<file path="src/rtl/des_sbox_iter.sv">
// des_sbox_iter
//   Iterative DES S-box substitution. A 48-bit word B1..B8 is captured on
//   acceptance, then PAR S-boxes are evaluated per cycle over STEPS = 8/PAR
//   cycles. The 32-bit result {S1(B1),...,S8(B8)} is held until consumed.
//   Timing never depends on the data value.
//
// Ports
//   clk        single clock, rising edge
//   rst        asynchronous active-high reset
//   in_valid   in48 carries a word to substitute
//   in_ready   block can accept a word (IDLE only)
//   in48       B1 = in48[47:42] .. B8 = in48[5:0]
//   out_valid  out32 holds a completed result (DONE only)
//   out_ready  consumer accepts out32
//   out32      S1 result in out32[31:28] .. S8 in out32[3:0]
//   busy       high while substituting (RUN only)
//
// state | meaning
// IDLE  | waiting for a word; out32 keeps the previous result
// RUN   | evaluating PAR S-boxes per cycle, step cnt
// DONE  | result valid, waiting for out_ready
module des_sbox_iter #(
    parameter int PAR = 2
) (
    input  logic        clk,
    input  logic        rst,
    input  logic        in_valid,
    output logic        in_ready,
    input  logic [47:0] in48,
    output logic        out_valid,
    input  logic        out_ready,
    output logic [31:0] out32,
    output logic        busy
);

    localparam int STEPS = 8 / PAR;
    localparam int CW    = (STEPS > 1) ? $clog2(STEPS) : 1;

    generate
        if (!(PAR == 1 || PAR == 2 || PAR == 4 || PAR == 8)) begin : g_par_check
            $fatal(1, "des_sbox_iter: PAR must be 1, 2, 4 or 8");
        end
    endgenerate

    typedef enum logic [1:0] {
        IDLE = 2'd0,
        RUN  = 2'd1,
        DONE = 2'd2
    } state_t;

    state_t          state_q, state_d;
    logic [CW-1:0]   cnt_q;
    logic [47:0]     din_q;
    logic [31:0]     out_q;
    logic [3:0]      s_res [PAR];

    // Tables are stored row-major, entry (row*16 + col) at the most
    // significant end, so a 6-bit input b maps to index {b5,b0,b4..b1}.
    function automatic logic [3:0] sbox(input logic [2:0] box, input logic [5:0] b);
        logic [255:0] tbl;
        logic [5:0]   idx;
        idx = {b[5], b[0], b[4:1]};
        case (box)
            3'd0: tbl = {64'hE4D12FB83A6C5907, 64'h0F74E2D1A6CB9538,
                         64'h41E8D62BFC973A50, 64'hFC8249175B3EA06D};
            3'd1: tbl = {64'hF18E6B34972DC05A, 64'h3D47F28EC01A69B5,
                         64'h0E7BA4D158C6932F, 64'hD8A13F42B67C05E9};
            3'd2: tbl = {64'hA09E63F51DC7B428, 64'hD709346A285ECBF1,
                         64'hD6498F30B12C5AE7, 64'h1AD069874FE3B52C};
            3'd3: tbl = {64'h7DE3069A1285BC4F, 64'hD8B56F03472C1AE9,
                         64'hA690CB7DF13E5284, 64'h3F06A1D8945BC72E};
            3'd4: tbl = {64'h2C417AB6853FD0E9, 64'hEB2C47D150FA3986,
                         64'h421BAD78F9C5630E, 64'hB8C71E2D6F09A453};
            3'd5: tbl = {64'hC1AF92680D34E75B, 64'hAF427C9561DE0B38,
                         64'h9EF528C3704A1DB6, 64'h432C95FABE17608D};
            3'd6: tbl = {64'h4B2EF08D3C975A61, 64'hD0B7491AE35C2F86,
                         64'h14BDC37EAF680592, 64'h6BD814A7950FE23C};
            default: tbl = {64'hD2846FB1A93E50C7, 64'h1FD8A374C56B0E92,
                            64'h7B419CE206ADF358, 64'h21E74A8DFC90356B};
        endcase
        return tbl[255 - 4*int'(idx) -: 4];
    endfunction

    // Lane j serves boxes j, PAR+j, 2*PAR+j, ... on successive steps.
    always_comb begin
        for (int j = 0; j < PAR; j++) begin
            s_res[j] = sbox(3'(int'(cnt_q) * PAR + j),
                            din_q[47 - 6*(int'(cnt_q) * PAR + j) -: 6]);
        end
    end

    always_ff @(posedge clk or posedge rst) begin
        if (rst) begin
            state_q <= IDLE;
        end else begin
            state_q <= state_d;
        end
    end

    always_comb begin
        state_d   = state_q;
        in_ready  = 1'b0;
        out_valid = 1'b0;
        busy      = 1'b0;
        case (state_q)
            IDLE: begin
                in_ready = 1'b1;
                if (in_valid) state_d = RUN;
            end
            RUN: begin
                busy = 1'b1;
                if (cnt_q == CW'(STEPS - 1)) state_d = DONE;
            end
            DONE: begin
                out_valid = 1'b1;
                if (out_ready) state_d = IDLE;
            end
            default: state_d = IDLE;
        endcase
    end

    always_ff @(posedge clk or posedge rst) begin
        if (rst) begin
            din_q <= '0;
            cnt_q <= '0;
            out_q <= '0;
        end else begin
            case (state_q)
                IDLE: begin
                    if (in_valid) begin
                        din_q <= in48;
                        out_q <= '0;
                        cnt_q <= '0;
                    end
                end
                RUN: begin
                    for (int k = 0; k < 8; k++) begin
                        if (k / PAR == int'(cnt_q)) begin
                            out_q[31 - 4*k -: 4] <= s_res[k % PAR];
                        end
                    end
                    // Saturate at the last step; only acceptance restarts cnt.
                    if (cnt_q != CW'(STEPS - 1)) cnt_q <= cnt_q + 1'b1;
                end
                default: ;
            endcase
        end
    end

    assign out32 = out_q;

endmodule
</file>
<file path="config.mk">
export PLATFORM = sky130hd
export DESIGN_NAME = des_sbox_iter
export DESIGN_NICKNAME = d
export VERILOG_FILES = /design/src/rtl/des_sbox_iter.sv
export SDC_FILE = /design/constraint.sdc
export NUM_CORES = 1
export LEC_CHECK = 0
export ABC_AREA = 0
export BUFFER_PORTS_ARGS = -buffer_cell sky130_fd_sc_hd__buf_2
export CAP_MARGIN = 10
export CORE_UTILIZATION = 40
export DETAILED_ROUTE_END_ITERATION = 7
export SETUP_SLACK_MARGIN = 0.3
export SLEW_MARGIN = 20
export SYNTH_ARGS = -nofsm -noshare
export SYNTH_HDL_FRONTEND = slang
export SYNTH_SLANG_ARGS = --single-unit
</file>
<file path="constraint.sdc">
create_clock -name clk -period 4.5 [get_ports clk]
set_clock_uncertainty 0.1 [all_clocks]
set_input_delay 0.45 -clock clk [delete_from_list [all_inputs] [get_ports clk]]
set_output_delay 0.45 -clock clk [all_outputs]
set_load 0.02 [all_outputs]
</file>
==> metrics.md <==
| Metric | Value |
|---|---|
| Outcome | `complete, no violations` |
| Critical Path Start Type | `flop` |
| Starting Density | `40.9%` |
| Clock Sinks | `84` |
| Synth Warn # | `0` |
| Crit Path Max Fanout | `63` |
| Ant. Diodes | `0` |
| Die Ht | `149 µm` |
| Setup Fix Bufs, Post-CTS | `0` |
| Fillcell total | `2145` |
| Synth Area in XOR/XNOR | `0.102%` |
| Post-synth cell types | `85` |
| Hold/Removal Path Class | `in -> async` |
| Mux share of post-synthesis cell area | `8.14%` |
| # hold bufs at CTS | `0` |
| Relative slew slack | `35.7%` |
| Syn_area_per_cell | `7.36 µm²` |
| Netlist Area Pre-Place | `0.00862 mm²` |
| Area of the die | `0.0221 mm²` |
| CP Capture Type | `flop` |
| Achievable Freq | `236 MHz` |
| Initial DRC Count | `1312` |
| Most frequent cells in the layout | `nand2_1, nor2_1, buf_4` |
| Synth Area in Simple Gates | `25.0%` |
| DR vias/cell | `6.77` |
| CTS Buf Count | `9` |
| Fin util | `47.5%` |
| Least-Margin Pin Slew | `0.964 ns` |
| Setup Viol. Count Final | `0` |
| CTS Root Cell | `clkbuf_16` |
| CTS tree | `done` |
| GPL Wtd Cong | `1.02` |
| RSZ-0062 raised after global routing | `no` |
| Register area share after synthesis | `24.4%` |
| Number of I/O port buffers | `86` |
| Initial antenna violation count | `0` |
| Final Hold Vio Count | `0` |
| Final ANT Viol Nets | `0` |
| Largest net degree at the start of global routing | `69` |
| Clk buf depth | `2` |
| Final slew viol count | `0` |
| GRT Overall Usage | `37.0%` |
| Routed WL per cell | `26.5 µm` |
| Async set-reset flop share out of synthesis | `100%` |
| CTS H-tree lvls | `3` |
| Vias | `10289` |
| Layout area overhead | `16.1%` |
| Most common cell after layout, fill and taps aside | `nand2_1` |
| Post-DP HPWL | `29.1 mm` |
| I/O Pins | `87` |
| DIE WIDTH | `149 µm` |
| Worst path arrival time | `4.38 ns` |
| Compound-Gate Fraction of Synth Area | `33.5%` |
| Placeable Area | `0.0211 mm²` |
| Final #Nets | `1300` |
| Routed WL | `40.2 mm` |
| Vias in the first global route | `9892` |
| Adder-cell area share of the yosys netlist | `1.31%` |
| Final min period | `4.23 ns` |
| Worst-skew pair later-pin latency | `0.34 ns` |
| DRC Markers | `0` |
| Hold slack | `0.155 ns` |
| Cell count after synthesis | `1172` |
| Largest family of logic cells by synthesized area | `compound AO/OA/AOI/OAI gates` |
| Critical path data required time | `4.66 ns` |
| Placed Cells incl. Taps | `1503` |
| Share of post-route cells with drive strength above 1 | `22.2%` |
| Period utilization | `94.0%` |
| First-pass GRT wire length | `61.7 mm` |
| Max cap viols | `0` |
| Row count | `53` |
| Sum Neg Setup Slack | `0 ns` |
| Number of synthesized flops with an enable pin | `0` |
| Clk slew on worst S/H paths | `0.08 ns` |
| #FFs+latches synth | `84` |
| Syn_nets | `1233` |
| Worst setup path category | `reg -> reg` |
| Ys flop type | `dfrtp_1` |
| DR pass1 iterations | `5` |
| Global route overflow | `0` |
| Finished Layout Cells | `1519` |
[sequential cells by signal, indices dropped and copies added (netlist names)]
name	cells
din_q	48
cnt_q	2
state_q	2
out32	32
[final timing paths]
kind | slack (ns) | from | cells past startpoint | end
setup / recovery | 0.27 | cnt_q[0] | 10 | out32[25]
hold / removal | 0.15 | rst | 2 | out32[11]
setup reg to reg | 0.27 | cnt_q[0] | 10 | out32[25]
hold reg to reg | 0.39 | out32[18] | 1 | out32[18]
max in group asynchronous | 3.15 | rst | 3 | cnt_q[0]
min in group clk | 0.19 | out_ready | 2 | state_q[1]
[timing repair]
action / CTS / global route
pin swaps: 0 / 1
gates resized for setup: 1 / 21
setup endpoints to repair: 4 / 28
[routing by layer]
| layer | wire length, µm | GRT usage [%] |
|---|---|---|
| met5 | 0 | 0 |
| met3 | 3360 | 4.25 |
| met4 | 2450 | 20.8 |
| met2 | 18000 | 57.9 |
| met1 | 16300 | 49.6 |
[critical path: stages, from the launching register on]
cell       delay, ns
dfrtp_2         0.44
buf_12          0.22
ha_1            0.34
buf_4           0.21
o31ai_1         0.34
and3_1          0.76
nand2_1         0.38
a2111oi_0       0.47
o311ai_0        0.35
and2_1          0.30
a31oi_1         0.20
[layout make-up]
class,instances,area (µm²),share of cell area (%)
multi-input cells,948,6000,59.9
flip-flops and latches,84,2100,21.0
repair buffers,180,1200,12.0
well taps,275,344,3.44
clock buffers,9,225,2.25
clock inverters,7,75.1,0.750
inverters,16,66.3,0.662
[through the flow]
step           area [µm²]  setup slack (ns)
2_1_floorplan        8660             0.309
3_3_place_gp         9610             0.215
3_5_place_dp         9610             0.219
4_1_cts              9910             0.338
5_1_grt             10000             0.304
6_report            10000             0.271
[kinds of logic (layout without fill, tap and decap cells)]
| kind of cell | count (synthesis) | count (layout) |
|---|---|---|
| and+or+nand+nor | 491 | 491 |
| muxes | 49 | 49 |
| buffers and inverters | 140 | 212 |
| xor gates and xnor gates | 1 | 1 |
| adders and majority gates | 9 | 9 |
| DFF | 84 | 84 |
| AOI/OAI and AO/OA | 398 | 398 |
[Yosys cell counts, drive strengths merged, types with 10 or more instances]
| cell type | instances | area [µm²] |
|---|---|---|
| a221oi | 13 | 131 |
| nand2 | 252 | 948 |
| o2111ai | 11 | 96.3 |
| a2111oi | 16 | 146 |
| o22ai | 10 | 62.6 |
| buf | 64 | 368 |
| dfrtp | 84 | 2100 |
| mux2i | 24 | 240 |
| a31oi | 25 | 156 |
| inv | 15 | 56.3 |
| o211ai | 48 | 365 |
| nand4 | 18 | 113 |
| nor3 | 25 | 130 |
| clkbuf | 60 | 225 |
| a22o | 10 | 87.6 |
| o21ai | 75 | 387 |
| mux4 | 16 | 360 |
| a211oi | 24 | 185 |
| a21oi | 62 | 322 |
| nor2 | 95 | 362 |
| nand3 | 45 | 225 |
| and3 | 12 | 75.1 |
| o221ai | 15 | 138 |
Power is left out: the tool's default activity adds up to more than one toggle a clock period on the data nets, which glitch-free logic cannot reach.
